File: src/rtl/galois_div_small_254_if.sv
// rtl/galois_div_small_254_if.sv - operand/result handshake bundle for galois_div_small_254
interface galois_div_small_254_if #(
  parameter int WIDTH = 254,
  parameter int KW    = 5
);
  logic             in_valid;
  logic             in_ready;
  logic [KW-1:0]    num1;
  logic [WIDTH-1:0] num2;
  logic             out_valid;
  logic             out_ready;
  logic [WIDTH-1:0] result;
  logic             err;

  modport master (
    output in_valid, num1, num2, out_ready,
    input  in_ready, out_valid, result, err
  );

  modport slave (
    input  in_valid, num1, num2, out_ready,
    output in_ready, out_valid, result, err
  );
endinterface

File: src/rtl/galois_div_small_254.sv
// rtl/galois_div_small_254.sv - bit-serial x * k^-1 mod the BN254 scalar prime
// Optional macro GALOIS_DIV_FAST1_EN: k==1 goes straight from IDLE to DONE with result=x.
module galois_div_small_254 #(
  parameter int               WIDTH = 254,
  parameter int               KW    = 5,
  parameter logic [WIDTH-1:0] PRIME = 254'h30644e72e131a029b85045b68181585d2833e84879b9709143e1f593f0000001
) (
  input logic                   clk,
  input logic                   rst_n,
  galois_div_small_254_if.slave bus
);

  localparam int NW = WIDTH + KW;
  localparam int CW = $clog2(NW);
  localparam int XW = $clog2(WIDTH);

  typedef enum logic [2:0] {IDLE, REM, SEARCH, MUL, DIV, DONE} state_t;

  state_t           state;
  logic [WIDTH-1:0] x;
  logic [KW-1:0]    k;
  logic [KW-1:0]    rx;
  logic [KW-1:0]    rp;
  logic [KW-1:0]    t;
  logic [KW-1:0]    rem;
  logic [NW-1:0]    n;
  logic [CW-1:0]    cnt;
  logic             in_ready_q;
  logic             out_valid_q;
  logic             err_q;
  logic [WIDTH-1:0] result_q;

  logic [KW:0]      k_ext;
  logic [KW:0]      rx_dbl;
  logic [KW:0]      rp_dbl;
  logic [KW:0]      acc_sum;
  logic [KW:0]      rem_sh;
  logic [KW-1:0]    rx_step;
  logic [KW-1:0]    rp_step;
  logic [KW-1:0]    acc_step;
  logic [KW-1:0]    rem_step;
  logic             q_bit;
  logic [NW-1:0]    n_mul;
  logic [KW-1:0]    first_rx;
  logic [KW-1:0]    first_rp;

  // All residues stay below k, so each doubling/addition needs at most one subtract.
  always_comb begin
    k_ext    = {1'b0, k};
    rx_dbl   = {rx, x[cnt[XW-1:0]]};
    rp_dbl   = {rp, PRIME[cnt[XW-1:0]]};
    rx_step  = KW'((rx_dbl >= k_ext) ? rx_dbl - k_ext : rx_dbl);
    rp_step  = KW'((rp_dbl >= k_ext) ? rp_dbl - k_ext : rp_dbl);
    acc_sum  = {1'b0, rx} + {1'b0, rp};
    acc_step = KW'((acc_sum >= k_ext) ? acc_sum - k_ext : acc_sum);
    rem_sh   = {rem, n[NW-1]};
    q_bit    = (rem_sh >= k_ext);
    rem_step = KW'(q_bit ? rem_sh - k_ext : rem_sh);
    n_mul    = NW'(x) + NW'(t) * NW'(PRIME);
  end

  // The top bit is folded into the accept edge: a single bit mod k is the bit itself unless k==1.
  always_comb begin
    first_rx = KW'(bus.num2[WIDTH-1] && (bus.num1 != KW'(1)));
    first_rp = KW'(PRIME[WIDTH-1] && (bus.num1 != KW'(1)));
  end

  always_ff @(posedge clk or negedge rst_n) begin
    if (!rst_n) begin
      state       <= IDLE;
      x           <= '0;
      k           <= '0;
      rx          <= '0;
      rp          <= '0;
      t           <= '0;
      rem         <= '0;
      n           <= '0;
      cnt         <= '0;
      in_ready_q  <= 1'b1;
      out_valid_q <= 1'b0;
      err_q       <= 1'b0;
      result_q    <= '0;
    end else begin
      case (state)
        IDLE: begin
          if (bus.in_valid) begin
            x          <= bus.num2;
            k          <= bus.num1;
            rx         <= first_rx;
            rp         <= first_rp;
            t          <= '0;
            rem        <= '0;
            cnt        <= CW'(WIDTH - 2);
            in_ready_q <= 1'b0;
            result_q   <= '0;
            if (bus.num1 == '0) begin
              state       <= DONE;
              out_valid_q <= 1'b1;
              err_q       <= 1'b1;
`ifdef GALOIS_DIV_FAST1_EN
            end else if (bus.num1 == KW'(1)) begin
              state       <= DONE;
              out_valid_q <= 1'b1;
              err_q       <= 1'b0;
              result_q    <= bus.num2;
`endif
            end else begin
              state <= REM;
              err_q <= 1'b0;
            end
          end
        end
        REM: begin
          rx <= rx_step;
          rp <= rp_step;
          if (cnt == '0) begin
            state <= SEARCH;
          end else begin
            cnt <= cnt - CW'(1);
          end
        end
        // Find t with x + t*PRIME == 0 (mod k); rx doubles as the running accumulator.
        SEARCH: begin
          if (rx == '0) begin
            state <= MUL;
          end else begin
            rx <= acc_step;
            t  <= t + KW'(1);
          end
        end
        MUL: begin
          n     <= n_mul;
          rem   <= '0;
          cnt   <= CW'(NW - 1);
          state <= DIV;
        end
        DIV: begin
          n   <= {n[NW-2:0], q_bit};
          rem <= rem_step;
          if (cnt == '0) begin
            state       <= DONE;
            out_valid_q <= 1'b1;
            result_q    <= {n[WIDTH-2:0], q_bit};
          end else begin
            cnt <= cnt - CW'(1);
          end
        end
        DONE: begin
          if (bus.out_ready) begin
            state       <= IDLE;
            out_valid_q <= 1'b0;
            in_ready_q  <= 1'b1;
          end
        end
        default: begin
          state       <= IDLE;
          in_ready_q  <= 1'b1;
          out_valid_q <= 1'b0;
        end
      endcase
    end
  end

  assign bus.in_ready  = in_ready_q;
  assign bus.out_valid = out_valid_q;
  assign bus.result    = result_q;
  assign bus.err       = err_q;

endmodule

File: src/flat_wrapper.sv
// flat-port wrapper written by rule: the top's interface ports become plain ports
module galois_div_small_254_flat 
#(
  parameter int               WIDTH = 254,
  parameter int               KW    = 5,
  parameter logic [WIDTH-1:0] PRIME = 254'h30644e72e131a029b85045b68181585d2833e84879b9709143e1f593f0000001
)
  (clk, rst_n, bus_in_valid, bus_num1, bus_num2, bus_out_ready, bus_in_ready, bus_out_valid, bus_result, bus_err);
  galois_div_small_254_if #(.WIDTH(WIDTH), .KW(KW)) bus_i ();
  input logic clk;
  input logic rst_n;
  input wire logic [$bits(bus_i.in_valid)-1:0] bus_in_valid;
  input wire logic [$bits(bus_i.num1)-1:0] bus_num1;
  input wire logic [$bits(bus_i.num2)-1:0] bus_num2;
  input wire logic [$bits(bus_i.out_ready)-1:0] bus_out_ready;
  output wire logic [$bits(bus_i.in_ready)-1:0] bus_in_ready;
  output wire logic [$bits(bus_i.out_valid)-1:0] bus_out_valid;
  output wire logic [$bits(bus_i.result)-1:0] bus_result;
  output wire logic [$bits(bus_i.err)-1:0] bus_err;
  assign bus_i.in_valid = bus_in_valid;
  assign bus_i.num1 = bus_num1;
  assign bus_i.num2 = bus_num2;
  assign bus_i.out_ready = bus_out_ready;
  assign bus_in_ready = bus_i.in_ready;
  assign bus_out_valid = bus_i.out_valid;
  assign bus_result = bus_i.result;
  assign bus_err = bus_i.err;
  galois_div_small_254 #(.WIDTH(WIDTH), .KW(KW), .PRIME(PRIME)) u_core (.clk(clk), .rst_n(rst_n), .bus(bus_i));
endmodule
File: config.mk
export PLATFORM = sky130hd
export DESIGN_NAME = galois_div_small_254_flat
export DESIGN_NICKNAME = d
export VERILOG_FILES = /design/src/rtl/galois_div_small_254_if.sv /design/src/rtl/galois_div_small_254.sv /design/src/flat_wrapper.sv
export SDC_FILE = /design/constraint.sdc
export NUM_CORES = 2
export LEC_CHECK = 0
export CORE_MARGIN = 2
export CORE_UTILIZATION = 40
export DETAILED_ROUTE_END_ITERATION = 10
export GPL_TIMING_DRIVEN = 0
export MAX_ROUTING_LAYER = met4
export SLEW_MARGIN = 10
export SYNTH_ARGS = -nofsm -noshare
export SYNTH_HDL_FRONTEND = slang
export SYNTH_SLANG_ARGS = --single-unit
File: constraint.sdc
create_clock -name clk -period 9.2 [get_ports clk]
set_clock_uncertainty 0.1 [all_clocks]
set_input_delay 0.92 -clock clk [delete_from_list [all_inputs] [get_ports clk]]
set_output_delay 0.92 -clock clk [all_outputs]
set_load 0.01 [all_outputs]
==> impl_results.md <==
- Seq/Total Area, Yosys: 32.1%
- Hold path endpoint: u_core.bus.result[70]$_DFFE_PN0P_
- Most frequent CP cell: a21oi_1
- Placer congestion estimate: roughly 1.0
- Core area: around 160,000 µm²
- Design Power: ~19 mW
- Met2 wire length: between 100,000 and 150,000 µm
- CP max FO: 24
- First-pass GRT wire length: ~400,000 µm
- DP Area: about 72,000 µm²
- Max Slew Vio Count: 0
- Cell Rows: between 100 and 150
- Worst VDD drop: 185 µV
- CP peak stage delay: about 1 ns
- Fraction of synthesized area in multiplexers: approximately 3.3%
- Setup_tns: 0 ns
- Synth Area in Simple Gates: between 10% and 20%
- HP Start: u_core.bus.result[70]$_DFFE_PN0P_
- CTS Buf Count: 94
- CTS root buf: clkbuf_16
- Syn Nets: about 8,500
- Drt first-iter violations: 5,449
- Dominant cell type by area after synthesis: dfrtp_1
- Maxcap violations: 0
- Total GRT Usage: between 30 and 40%
- Nets@finish: approximately 9,200
- Depth of the worst register-to-register path: 21
- Fin area: 74,800 µm²
- Remaining global-route overflow: 0
- Critical Path Start Type: flip-flop
- Sequential Power Share: between 20% and 30%
- Critical-path top delay cell: fa_2
- WP data required: about 9.7 ns
- Post-synthesis cell count: 7,434
- WP buf/inv: 4
- Die width: 401 µm
- Synth Area per Inst: approximately 8.5 µm²
- M1 WL: 116,000 µm
- Compound-Gate Fraction of Synth Area: between 15 and 20%
- RR Endpoint: u_core.n[223]$_DFFE_PN0N_
- Number of synthesis warnings: 0
- Final hold violations: 0
- Top Metal Used: met4
- CTS tree: done
- Fillers: between 15,000 and 20,000
- Ys flop type: dfrtp_1
- Layout cells sized above 1: under 10%
- Synth cell types: ~100
- Crit path max-delay family: compound AO/OA/AOI/OAI gates
- Bufs on Longest Clock Path: 3
- Async set-or-reset flop fraction in the synthesized netlist: 100%
- Arrival time worst endpoint: between 9 and 10 ns
- Clock Power Share: about a fifth
- Final setup violation count: 0
- Reg2reg start: u_core.t[4]$_DFFE_PN0P_
- Largest family of logic cells by synthesized area: adder cells
- Skew-Pair Late Insertion Delay: 0.76 ns
- Flop-to-flop setup slack: 0.02 ns
- Internal: 9.92 mW
- # DRC: 0
- Status: complete, no violations
- Met3 wire len: roughly 21,000 µm
- Critical-path cell list: fa_2 -> buf_16 -> clkinvlp_4 -> fa_1 -> fa_1 -> inv_1 -> ha_1 -> clkbuf_1 -> a21oi_1 -> o21ai_0 -> a21oi_1 -> a311oi_2 -> a211oi_1 -> a21oi_1 -> nand2_1 -> nand3_1 -> a41oi_1 -> o21ai_1 -> a211oi_1 -> xor2_1 -> o211ai_1
- PortBufs: a little over 500
- Lkg Pwr: 34.2 nW
- Final WS setup: around 0.019 ns
- Post-synth top area share: between 30% and 40%
- Routed Antenna Nets: 0
- Sw power: roughly 9 mW
- Worst min path class: reg2reg
- Post-Syn Area: about 63,000 µm²
- Tmin final: roughly 9 ns
- Post-detail-place hpwl: between 200,000 and 250,000 µm
- P&R area growth vs syn: 19.0%
- Fmax: about 110 MHz
- Via density: ~5.8
- Post-Synth Adder-Cell Area: about 19%
- Seq cells post-synth: approximately 800
- Drt wl/cell: roughly 27 µm
- Num ports: 520
- RSZ-0062 raised after global routing: no
- Sw Ratio: 48.3%
- Clk slew on worst S/H paths: about 0.06 ns
- Initial Utilization: about 40%
- EDFF count, synth: 0
- Largest net degree at the start of global routing: 110
- H-Tree Depth: 3
- Initial antenna violation count: 13
- PwrDens: about 260 nW/µm²
- Crit end category: flip-flop
- Die ar.: around 160,000 µm²
- DP Worst Slack: -0.134 ns
- CTS sink cnt: ~800
- Synth Area in XOR/XNOR: about 3.6%
- Max-slew headroom: approximately 3.7%
- 1st-pass router iterations: 6
- Worst Hold Depth: 2
- Final worst-path cycle share: about 100%
- Routed vias: a little under 60,000
- Slew @ Worst Pin: approximately 1.4 ns
- CP Class: reg2reg
- Logic pwr share: a little under three fifths
- Routed WL: between 200,000 and 300,000 µm
- Number of global-route vias before repair: approximately 58,000
- Die height: about 400 µm
- Largest cells by area after synthesis: dfrtp_1 32%, ha_1 12%, nand2_1 11%, fa_1 7.9%, o21ai_0 4.8%
-- cell usage in the layout (no fill, tap or decap), types with 23 or more instances in the layout --
| cell type | instances |
|---|---|
| a211oi_1 | 25 |
| a21boi_0 | 25 |
| a21o_1 | 105 |
| a21oi_1 | 456 |
| a31oi_1 | 42 |
| and3_1 | 30 |
| and4_1 | 38 |
| buf_2 | 48 |
| clkbuf_1 | 317 |
| clkbuf_16 | 94 |
| clkbuf_2 | 33 |
| clkdlybuf4s50_1 | 518 |
| dfrtp_1 | 801 |
| fa_1 | 247 |
| ha_1 | 575 |
| inv_1 | 619 |
| mux4_2 | 84 |
| nand2_1 | 1803 |
| nand2b_1 | 23 |
| nand3_1 | 68 |
| nand4_1 | 145 |
| nor2_1 | 309 |
| nor2b_1 | 28 |
| nor3_1 | 73 |
| nor4_1 | 29 |
| o211ai_1 | 250 |
| o21a_1 | 41 |
| o21ai_0 | 605 |
| o21bai_1 | 53 |
| o31ai_1 | 33 |
| or2_2 | 28 |
| xnor2_1 | 147 |
| xor2_1 | 112 |
-- per-stage QoR --
stage	utilization (%)	instances	hold WS, ns
6_report	47.9	10200	0.376
5_1_grt	47.9	10200	0.398
4_1_cts	47.9	10200	0.383
3_5_place_dp	45.8	10000	0.371
3_3_place_gp	45.2	10000	0.365
2_1_floorplan	-	7434	0.357
-- worst max path at each step --
stage | end | from | slack [ns] | depth (start not counted)
floorplan | u_core.n[250]$_DFFE_PN0N_ | u_core.t[0]$_DFFE_PN0P_ | 0.64 | 22
global placement | u_core.bus.result[209]$_DFFE_PN0P_ | rst_n | -29.91 | 1
detailed placement | u_core.n[223]$_DFFE_PN0N_ | u_core.t[0]$_DFFE_PN0P_ | -0.13 | 24
CTS | u_core.n[247]$_DFFE_PN0N_ | u_core.t[0]$_DFFE_PN0P_ | 0.003 | 24
global route | u_core.n[247]$_DFFE_PN0N_ | u_core.t[0]$_DFFE_PN0P_ | 0.09 | 24
finish | u_core.n[223]$_DFFE_PN0N_ | u_core.t[4]$_DFFE_PN0P_ | 0.02 | 21
-- final cells by class --
type	instances	area (µm²)	area share [%]
flip-flops and latches	807	20200	27.0
plain buffers	381	1530	2.05
clock buffers	130	2650	3.54
repair buffers	552	5980	8.00
diodes	6	15.0	0.0201
clock inverters	44	578	0.773
multi-input cells	5621	38900	52.0
inverters	625	2350	3.15
well taps	2058	2570	3.44
-- power groups by stage --
stage / Combinational (mW) / Sequential (mW) / Clock, mW
after detailed placement: 10.8 / 4.26 / 0
final: 11.0 / 4.21 / 3.95
after CTS: 10.8 / 4.19 / 4.03
after floorplan: 6.73 / 4.18 / 0
after global routing: 11.9 / 4.24 / 4.16
after global placement: 10.6 / 4.29 / 0
-- synth_stat cells (15+ instances only) --
cell type	number
nand2_1	1803
nand2b_1	23
nand3_1	68
a211oi_1	25
nor2b_1	28
buf_2	47
nor3_1	73
ha_1	579
a21oi_1	457
nor4_1	31
dfrtp_1	806
xor2_1	112
inv_1	624
a21o_1	105
fa_1	248
and3_1	30
nand4_1	145
and2_1	15
clkbuf_1	325
mux4_2	84
and4_1	38
a31oi_1	42
o21a_1	41
o211ai_1	250
xnor2_1	147
a21boi_0	25
o31ai_1	34
o21bai_1	53
o21ai_0	606
or2_2	28
nor2_1	309
or3_1	19
-- worst min-delay path: stages (launching register included) --
cell	delay, ns
dfrtp_1	0.34
nand2_1	0.05
o21ai_0	0.06
-- sequential cells by signal (all words and copies together), names as in the netlist --
register	cells
u_core.rp	5
u_core.n	259
u_core.bus.out_valid	1
u_core.bus.result	254
u_core.bus.in_ready	1
u_core.bus.err	1
u_core.state	3
u_core.x	254
u_core.t	5
u_core.k	5
u_core.cnt	9
u_core.rem	5
u_core.rx	5
-- cell families (layout without fill, tap and decap cells) --
logic type | count (synthesis) | in the layout
mux | 100 | 100
simple gates | 2644 | 2644
flops | 807 | 807
buf+inv | 1006 | 1732
other cells | 0 | 6
xor+xnor | 259 | 259
compound gates | 1791 | 1791
fa+ha+maj | 827 | 827
-- what timing repair did --
action / in CTS / in global routing
setup endpoints to repair: 1 / 9
endpoints found under the hold margin: 53 / 0
gates resized for setup: 1 / 5
buffers inserted: 0 / 0
hold buffers: 1 / 0
-- layer usage --
metal  GRT usage, %  up-vias
li1               -    26900
met5              -        -
met2           53.1     2350
met4           14.2        0
met3           6.59      487
met1           44.5    29100
Power figures use the tool's default switching activity.
